**config.mk**
```make
export PLATFORM = sky130hd
export DESIGN_NAME = pipe_interlock
export DESIGN_NICKNAME = d
export VERILOG_FILES = /design/src/rtl/pipe_interlock.sv
export SDC_FILE = /design/constraint.sdc
export NUM_CORES = 1
export LEC_CHECK = 0
export CAP_MARGIN = 20
export CORE_MARGIN = 2
export CORE_UTILIZATION = 51
export DETAILED_ROUTE_END_ITERATION = 10
export HOLD_SLACK_MARGIN = 0.02
export PLACE_DENSITY_LB_ADDON = 0.15
export SETUP_SLACK_MARGIN = 0.05
export SYNTH_ARGS = -nofsm -noshare
export SYNTH_HDL_FRONTEND = slang
export SYNTH_SLANG_ARGS = --single-unit
```
**constraint.sdc**
```tcl
create_clock -name clk -period 8.98 [get_ports clk]
set_clock_uncertainty 0.05 [all_clocks]
set_input_delay 1.796 -clock clk [delete_from_list [all_inputs] [get_ports clk]]
set_output_delay 1.796 -clock clk [all_outputs]
set_load 0.02 [all_outputs]
```
**src/rtl/pipe_interlock.sv**
```systemverilog
// Pipeline interlock for the DPCPU3 five-stage pipeline: load-use and mul/div
// (HI/LO) hazard detection, branch flush, and a stall-cycle performance counter.
module pipe_interlock #(
    parameter int MD_LAT = 4,
    parameter int CNT_W  = 32
) (
    input  logic             clk,
    input  logic             clr,
    input  logic [4:0]       id_rs,
    input  logic [4:0]       id_rt,
    input  logic             id_use_rs,
    input  logic             id_use_rt,
    input  logic             id_is_md,
    input  logic             id_use_hilo,
    input  logic             ex_wreg,
    input  logic             ex_m2reg,
    input  logic [4:0]       ex_rd,
    input  logic             ex_br_taken,
    output logic             stall,
    output logic             bubble,
    output logic             flush,
    output logic             md_start,
    output logic             md_busy,
    output logic [CNT_W-1:0] stall_cnt
);

    typedef enum logic {
        IDLE = 1'b0,
        BUSY = 1'b1
    } state_t;

    localparam logic [7:0] CNT_INIT = 8'(MD_LAT - 1);

    state_t            state_q, state_d;
    logic [7:0]        cnt_q, cnt_d;
    logic              md_busy_q, md_busy_d;
    logic [CNT_W-1:0]  stall_cnt_q, stall_cnt_d;

    logic lu;
    logic md_hz;

    always_comb begin
        lu = ex_wreg && ex_m2reg && (ex_rd != 5'd0) &&
             ((id_use_rs && (id_rs == ex_rd)) || (id_use_rt && (id_rt == ex_rd)));
        md_hz = (state_q == BUSY) && (id_is_md || id_use_hilo);
    end

    // Hazard outputs and FSM next state; a taken branch overrides all stalls,
    // and the start pulse is never issued in a cycle that stalls.
    always_comb begin
        stall       = 1'b0;
        bubble      = 1'b0;
        flush       = 1'b0;
        md_start    = 1'b0;
        state_d     = state_q;
        cnt_d       = cnt_q;

        if (!clr) begin
            if (ex_br_taken) begin
                flush  = 1'b1;
                bubble = 1'b1;
            end else begin
                stall  = lu || md_hz;
                bubble = lu || md_hz;
            end
        end

        case (state_q)
            IDLE: begin
                if (!clr && id_is_md && !lu && !ex_br_taken) begin
                    md_start = 1'b1;
                    cnt_d    = CNT_INIT;
                    state_d  = BUSY;
                end
            end
            BUSY: begin
                if (cnt_q == 8'd0) begin
                    state_d = IDLE;
                end else begin
                    cnt_d = cnt_q - 8'd1;
                end
            end
            default: state_d = IDLE;
        endcase

        md_busy_d   = (state_d == BUSY);
        stall_cnt_d = stall_cnt_q + {{(CNT_W-1){1'b0}}, stall};
    end

    always_ff @(posedge clk) begin
        if (clr) begin
            state_q     <= IDLE;
            cnt_q       <= 8'd0;
            md_busy_q   <= 1'b0;
            stall_cnt_q <= '0;
        end else begin
            state_q     <= state_d;
            cnt_q       <= cnt_d;
            md_busy_q   <= md_busy_d;
            stall_cnt_q <= stall_cnt_d;
        end
    end

    assign md_busy   = md_busy_q;
    assign stall_cnt = stall_cnt_q;

endmodule

```
Word-level counts from Yosys, hierarchy flattened
Index checks and enable logic that the tools add are counted.
{"block": "word_totals", "reg_bits": 41, "in_bits": 24, "out_inout_bits": 37, "word_cells": 41}
{"block": "op_classes", "n_addsub": 2, "n_eq_ne": 4, "mux": 13, "bitwise": 1, "reduce_logical": 18}
{"operator": "32-bit by 1-bit adder with 32-bit output", "n": 1}
{"operator": "8-bit 2-to-1 mux", "n": 2}
{"operator": "8-bit one-hot mux with 2 select lines", "n": 1}
{"operator": "5-bit equality test", "n": 2}
{"operator": "1-bit logical AND", "n": 9}
{"operator": "1-bit 2-to-1 mux", "n": 9}
{"operator": "8-bit zero test", "n": 1}
{"operator": "8-bit by 1-bit subtractor with 8-bit output (second input constant)", "n": 1}
{"operator": "5-bit nonzero test", "n": 1}
{"operator": "2-bit inequality test (second input constant)", "n": 2}
{"operator": "1-bit zero test", "n": 3}
{"operator": "1-bit logical OR", "n": 3}
{"operator": "1-bit one-hot mux with 2 select lines", "n": 1}
{"operator": "2-bit AND reduction", "n": 1}
{"operator": "1-bit NOT", "n": 1}

Longest topological paths before layout
Gate-level depths: netlist (run 1).
{"block": "depth", "depth_word": 9, "ltp_mapped": 12, "mapped_depth_nobuf": 12}

Worst setup path after synthesis (run 1)
No wires, ideal clock.
{"block": "synth_path", "path_type": "in2out", "startpoint": "input ex_rd[0]", "endpoint": "output md_start", "t_arrival_ns": 3.055, "required_time_ns": 7.134, "slack_ns": 4.079, "cell_stages": 3, "n_path_buf": 0, "cell_sequence": "or3_1 o311a_1 a21boi_0"}
{"block": "synth_between", "elab_chain_cells": 9, "word_cells_on_any_way": 13, "classes_between": "eq/ne: 2; mux: 2; reduce/logical: 9"}
{"element": "start, declared", "line": "17", "text": "input logic [4:0] ex_rd,"}
{"element": "5-bit equality test", "line": "44", "text": "((id_use_rs && (id_rs == ex_rd)) || (id_use_rt && (id_rt == ex_rd)));"}
{"element": "1-bit logical AND", "line": "44"}
{"element": "1-bit logical OR", "line": "44"}
{"element": "1-bit logical AND *", "line": "43", "text": "lu = ex_wreg && ex_m2reg && (ex_rd != 5'd0) &&"}
{"element": "1-bit zero test *", "line": "70", "text": "if (!clr && id_is_md && !lu && !ex_br_taken) begin"}
{"element": "1-bit logical AND * (2 in series)", "line": "70"}
{"element": "1-bit 2-to-1 mux *", "line": "70"}
{"element": "1-bit 2-to-1 mux *", "line": "68", "text": "case (state_q)"}
{"element": "end, declared", "line": "22", "text": "output logic md_start,"}
Every way passes the cells marked *; elsewhere a longest branch is shown, timed or not.

Worst setup path in the final report (run 1)
{"block": "layout_path", "startpoint": "input ex_rd[1]", "endpoint": "output stall"}
{"block": "layout_between", "elab_chain_cells": 7, "word_cells_on_any_way": 11, "classes_between": "eq/ne: 2; mux: 2; reduce/logical: 7"}
{"element": "5-bit equality test", "line": "44"}
{"element": "1-bit logical AND", "line": "44"}
{"element": "1-bit logical OR", "line": "44"}
{"element": "1-bit logical AND *", "line": "43"}
{"element": "1-bit logical OR *", "line": "63", "text": "stall = lu || md_hz;"}
{"element": "1-bit 2-to-1 mux *", "line": "59", "text": "if (ex_br_taken) begin"}
{"element": "1-bit 2-to-1 mux *", "line": "58", "text": "if (!clr) begin"}
{"element": "end, declared", "line": "19", "text": "output logic stall,"}
Marks and branches as above.

==> impl_summary.log, run 1 <==
[metrics] area growth from synthesis to layout: 33.8%
[metrics] async set-reset flop share out of synthesis: 0%
[metrics] top cell type by total area after synthesis: dfxtp_1
[metrics] Seq/Total Area, Yosys: 38.8%
[metrics] Total Nets Final: 324
[metrics] Die Height: 68.4 um
[metrics] Global Route Usage Sum: 22.4%
[metrics] largest vdd supply drop: 0.000104 V
[metrics] via count of the first global-routing pass: 1733
[metrics] worst-path maximum fanout: 3
[metrics] insertion delay of the later-clocked pin in the worst-skew pair: 0.30 ns
[metrics] total detailed-routing wirelength: 4820 um
[metrics] internal power: 0.000264 W
[metrics] clock tree from TritonCTS: yes
[metrics] category of the worst setup path capture point: output port
[metrics] Clock Power Share: 35.9%
[metrics] synthesized cell area: 2120 sq um
[metrics] row count: 23
[metrics] count leader, synth: dfxtp_1
[metrics] number of instances in the synthesized netlist: 237
[metrics] layout cells sized above 1: 8.42%
[metrics] crit path launch type: primary input
[metrics] Iteration-0 DRC Markers: 81
[metrics] average routed wire per standard cell: 13.9 um
[metrics] buffers inserted by post-CTS timing repair: 0
[metrics] data arrival time of the critical path: 3.97 ns
[metrics] final setup vio count: 0
[metrics] first-pass GRT wire length: 7800 um
[metrics] Setup Crit Path Kind: in -> out
[metrics] post-synthesis net count: 264
[metrics] area enclosed by the die boundary: 4680 sq um
[metrics] worst reg-to-reg path cell count: 10
[metrics] switching part of the total power: 23.8%
[metrics] accumulated negative setup slack: 0 ns
[metrics] total number of clock tree sinks: 41
[metrics] transition time at the pin with the least slew margin: 0.496 ns
[metrics] hold violation count in the final report: 0
[metrics] max-capacitance violation count: 0
[metrics] DRC errors left: 0
[metrics] PD cells: 123 nW/um^2
[metrics] average instance area after synthesis: 8.93 sq um
[metrics] number of optimization iterations in the first detailed-route pass: 4
[metrics] Post-synth top flop: dfxtp_1
[metrics] Inserted Diodes: 0
[metrics] core area: 4000 sq um
[metrics] number of flops mapped to enable cells by yosys: 0
[metrics] path type of the worst min-delay path: reg -> reg
[metrics] static leakage: 1.01 nW
[metrics] number of gates resized after CTS: 0
[metrics] Max Slew Vio Count: 0
[metrics] final global-route overflow total: 0
[metrics] hpwl dp: 3470 um
[metrics] clock slew seen by the registers of the worst setup and hold paths: 0.07 ns
[metrics] PnR worst setup slack: 3.17 ns
[metrics] initial antenna violation count: 0
[metrics] Sequential Power Share: 53.3%
[metrics] clock tree root driver cell: clkbuf_8
[metrics] PortBufs: 60
[metrics] overall via count from detail_route: 1898
[metrics] count of pins on the block boundary: 61
[metrics] gp weighted congestion: 0.781
[metrics] number of buffers added to fix hold violations after cts: 0
[metrics] part of the total power dissipated in combinational logic: 10.7%
[metrics] ranking of synthesized cells by area: dfxtp_1, xnor2_1, xor2_1
[metrics] antenna-violating nets left: 0
[metrics] number of buffers on the longest clock path: 2
[metrics] most common library cells after synthesis: dfxtp_1, nor2_1, xnor2_1
[metrics] synthesized flop and latch total: 41
[metrics] count of distinct cell types in the synthesized netlist: 46
[metrics] maximum number of pins on one net before global-route repair: 51
[metrics] Achievable Freq: 172 MHz
[metrics] H-Tree Level Count: 2
[metrics] result of the run: finished clean
[metrics] RSZ-0062 raised after global routing: no
[metrics] number of warnings reported in the yosys synthesis log: 0
[metrics] initial cell density of the core: 52.9%
[metrics] fraction of synthesized cell area taken by the top area cell type: 38.8%
[metrics] minimum clock period after layout: 5.81 ns
[metrics] Vias/cell: 5.47
[metrics] switching power summed over all nets: 0.0000825 W
[metrics] tightest slew margin relative to the limit: 66.7%
[metrics] Min-Delay Path Depth: 1
[metrics] die extent in x: 68.4 um
[metrics] post-placement setup slack: 3.17 ns
[metrics] CTS buffer count: 5
[metrics] CP required: 7.13 ns
[metrics] part of the cycle the worst path needs: 64.7%
area by class of cell:
type                            instances  area, sq um
Clock inverter                          1         7.51
Fill cell                             341         1170
Clock buffer                            6         82.6
Tap cell                               50         62.6
Timing Repair Buffer                   61          608
Sequential cell                        41          821
Multi-Input combinational cell        184         1230
Inverter                                4         15.0
cells in the final DEF (no fill, tap or decap), types with 3 or more instances in the layout:
master           instances
xnor2_1                 17
and3_1                   3
or3_1                    6
a311oi_1                 5
nand2_1                 14
nor3_1                   7
inv_1                    4
nand4_1                  9
ha_1                     3
a21oi_1                 13
xor2_1                  16
dfxtp_1                 41
clkbuf_8                 6
clkdlybuf4s50_1         60
o21ai_0                  4
nor2b_1                  4
nand2b_1                 5
nor2_1                  31
nand3_1                 12
metal layers:
layer,up-vias,track usage (%),wire (um)
met2,36,35.9,2320
met3,9,5.59,164
met5,-,0,0
met4,0,9.50,87
li1,964,-,-
met1,889,28.5,2250
critical path: stages:
cell and delay (ns):
clkdlybuf4s50_1 0.54, xnor2_1 0.14, nand4_1 0.12, o22ai_1 0.31, a21oi_1 0.14, nor3_1 0.25
clkdlybuf4s50_1 0.67
registers in the layout, summed over array words and instances, names as in the netlist:
signal and flops:
md_busy 1, stall_cnt 32, cnt_q 8
power by group through the flow:
stage	sequential, W	clock, W	combinational [W]
2_1_floorplan	0.000189	0	0.0000205
3_3_place_gp	0.000189	0	0.0000366
3_5_place_dp	0.000189	0	0.0000371
4_1_cts	0.000185	0.000128	0.0000374
5_1_grt	0.000185	0.000134	0.0000404
6_report	0.000185	0.000125	0.0000373
stage by stage:
step | std cells | hold WS [ns] | instance area [sq um] | utilization [%] | total power [W]
after detailed placement | 340 | 0.435 | 2740 | 68.5 | 0.000226
after global placement | 340 | 0.435 | 2740 | 68.5 | 0.000226
final | 347 | 0.455 | 2830 | 70.8 | 0.000347
after global routing | 347 | 0.471 | 2830 | 70.8 | 0.000359
after CTS | 347 | 0.456 | 2830 | 70.8 | 0.000350
after floorplan | 237 | 0.404 | 2120 | - | 0.000209
cell families (layout without fill, tap and decap cells):
family	count (synthesis)	count (layout)	share of synthesized area (%)
simple gates	112	112	31.2
mux	1	1	0.532
flops	41	41	38.8
compound gates	35	35	11.1
xor+xnor	33	33	13.7
buf+inv	12	72	2.90
fa+ha+maj	3	3	1.77
worst paths after layout:
kind | from | slack [ns] | to
min | cnt_q[7]$_SDFFE_PP0P_ | 0.45 | cnt_q[7]$_SDFFE_PP0P_
min reg2reg | cnt_q[7]$_SDFFE_PP0P_ | 0.45 | cnt_q[7]$_SDFFE_PP0P_
max | ex_rd[1] | 3.17 | stall
max reg2reg | md_busy$_SDFF_PP0_ | 6.08 | stall_cnt[30]$_SDFF_PP0_
No activity file was read; power rests on OpenSTA's default activity.
==> run 2, diff against run 1 <==
--- a/config.mk
+++ b/config.mk
@@ -7,7 +7,7 @@
 export LEC_CHECK = 0
 export CAP_MARGIN = 20
 export CORE_MARGIN = 2
-export CORE_UTILIZATION = 51
+export CORE_UTILIZATION = 43
 export DETAILED_ROUTE_END_ITERATION = 10
 export HOLD_SLACK_MARGIN = 0.02
 export PLACE_DENSITY_LB_ADDON = 0.15
==> constraint.sdc (replaced) <==
create_clock -name clk -period 5.1 [get_ports clk]
set_clock_uncertainty 0.05 [all_clocks]
set_input_delay 1.02 -clock clk [delete_from_list [all_inputs] [get_ports clk]]
set_output_delay 1.02 -clock clk [all_outputs]
set_load 0.02 [all_outputs]
==> run 2 against run 1 <==
Effect of this change: sequential share of layout area shrank 0.13 points; routed wire length shrank 5.0%; sequential power grew 76%; die area grew 17%; critical path depth shrank 2; final cell count grew 4.9%; hold slack gained 0.00069 ns; critical endpoint is now md_start; largest cell class unchanged; largest power group unchanged.
==> impl_summary.log, run 2 (same netlist as run 1, synthesis figures left out) <==
[metrics] flip-flop count of the largest register after layout: 32
[metrics] count of pins on the block boundary: 61
[metrics] storage element area: 821 sq um
[metrics] RSZ-0062 raised after global routing: no
[metrics] PD cells: 209 nW/um^2
[metrics] data arrival time of the critical path: 3.25 ns
[metrics] Setup Crit Path Kind: in -> out
[metrics] part of the cycle the worst path needs: 84.8%
[metrics] PnR worst setup slack: 0.776 ns
[metrics] insertion delay of the later-clocked pin in the worst-skew pair: 0.29 ns
[metrics] tightest slew margin relative to the limit: 67.2%
[metrics] initial antenna violation count: 0
[metrics] first-pass GRT wire length: 7740 um
[metrics] Total Nets Final: 324
[metrics] Iteration-0 DRC Markers: 63
[metrics] final setup vio count: 0
[metrics] accumulated negative setup slack: 0 ns
[metrics] clock tree root driver cell: clkbuf_8
[metrics] layout cells sized above 1: 8.08%
[metrics] most frequent standard cell in the layout excluding fill and tap cells: clkdlybuf4s50_1
[metrics] static leakage: 1.01 nW
[metrics] number of placed instances with taps included: 357
[metrics] PortBufs: 60
[metrics] clock slew seen by the registers of the worst setup and hold paths: 0.08 ns
[metrics] largest vdd supply drop: 0.000189 V
[metrics] final cell area excluding filler cells: 2840 sq um
[metrics] number of buffers on the longest clock path: 2
[metrics] total number of clock tree sinks: 41
[metrics] area growth from synthesis to layout: 34.4%
[metrics] post-placement setup slack: 0.694 ns
[metrics] buffers inserted by post-CTS timing repair: 0
[metrics] most used cells in the layout excluding fill and tap cells: clkdlybuf4s50_1, dfxtp_1, nor2_1
[metrics] final global-route overflow total: 0
[metrics] CTS buffer count: 5
[metrics] Achievable Freq: 231 MHz
[metrics] via count of the first global-routing pass: 1698
[metrics] post-route non-filler standard cell count: 364
[metrics] core area: 4720 sq um
[metrics] Max Slew Vio Count: 0
[metrics] worst-path maximum fanout: 3
[metrics] Die Height: 74.1 um
[metrics] hold violation count in the final report: 0
[metrics] antenna-violating nets left: 0
[metrics] transition time at the pin with the least slew margin: 0.484 ns
[metrics] cell area reported after detailed placement: 2760 sq um
[metrics] average routed wire per standard cell: 12.6 um
[metrics] clock tree from TritonCTS: yes
[metrics] H-Tree Level Count: 2
[metrics] final-layout fill cell count: 442
[metrics] category of the worst setup path capture point: output port
[metrics] Vias/cell: 5.11
[metrics] area of combinational cells with multiple inputs: 1230 sq um
[metrics] number of gates resized after CTS: 0
[metrics] number of optimization iterations in the first detailed-route pass: 4
[metrics] die extent in x: 74.1 um
[metrics] row count: 25
[metrics] CP required: 4.03 ns
[metrics] total detailed-routing wirelength: 4580 um
[metrics] max-capacitance violation count: 0
[metrics] crit path launch type: primary input
[metrics] result of the run: finished clean
[metrics] initial cell density of the core: 44.8%
[metrics] path type of the worst min-delay path: reg -> reg
[metrics] minimum clock period after layout: 4.32 ns
[metrics] area enclosed by the die boundary: 5500 sq um
[metrics] number of buffers added to fix hold violations after cts: 0
[metrics] Inserted Diodes: 0
[metrics] Global Route Usage Sum: 18.0%
[metrics] DRC errors left: 0
[metrics] hpwl dp: 3340 um
[metrics] maximum number of pins on one net before global-route repair: 50
[metrics] overall via count from detail_route: 1860
[metrics] gp weighted congestion: 0.781
run 2: changes by cell type in the layout (fill, tap and decap cells not counted), sizes merged:
cell and delta:
clkinvlp -1, clkinv +1
run 2: layout make-up:
type                    count  share of cell area, %
clock inverters             1                  0.308
inverters                   4                  0.528
flip-flops and latches     41                   28.9
multi-input cells         184                   43.4
well taps                  67                   2.95
repair buffers             61                   21.4
clock buffers               6                   2.55
run 2: per-layer routing:
metal | track usage (%) | share of wire [%] | routed length, um | up-vias
met2 | 28.2 | 44 | 2010 | 41
li1 | - | - | - | 967
met5 | 0 | 0 | 0 | -
met1 | 24.3 | 49 | 2260 | 846
met4 | 4.85 | 1.3 | 59 | 0
met3 | 5.15 | 5.6 | 255 | 6
run 2: worst paths after layout:
kind	start	end	slack [ns]	cells after the start
setup reg to reg	md_busy$_SDFF_PP0_	stall_cnt[30]$_SDFF_PP0_	2.23	10
hold reg to reg	stall_cnt[22]$_SDFF_PP0_	stall_cnt[22]$_SDFF_PP0_	0.46	2
setup / recovery	ex_rd[0]	md_start	0.78	5
hold / removal	stall_cnt[22]$_SDFF_PP0_	stall_cnt[22]$_SDFF_PP0_	0.46	2
run 2: per-stage QoR:
stage                     utilization, %  power, W  hold WS (ns)
after floorplan                        -  0.000369         0.404
after global placement              58.5  0.000398         0.428
after detailed placement            58.5  0.000398         0.435
after CTS                           60.2  0.000603         0.446
after global routing                60.2  0.000621         0.481
final                               60.2  0.000594         0.456
run 2: power breakdown:
part	total, W	leakage [nW]	internal (W)	switching (W)
clock network	0.000203	0.0412	0.0000948	0.000108
registers	0.000326	0.331	0.000322	0.00000336
logic	0.0000647	0.638	0.0000359	0.0000288
total	0.000594	1.01	0.000453	0.000140
run 2: critical path, cell delays in order:
cell and delay (ns):
clkdlybuf4s50_1 0.47, or3_1 0.39, o311a_1 0.34, a21boi_0 0.36
clkdlybuf4s50_1 0.68
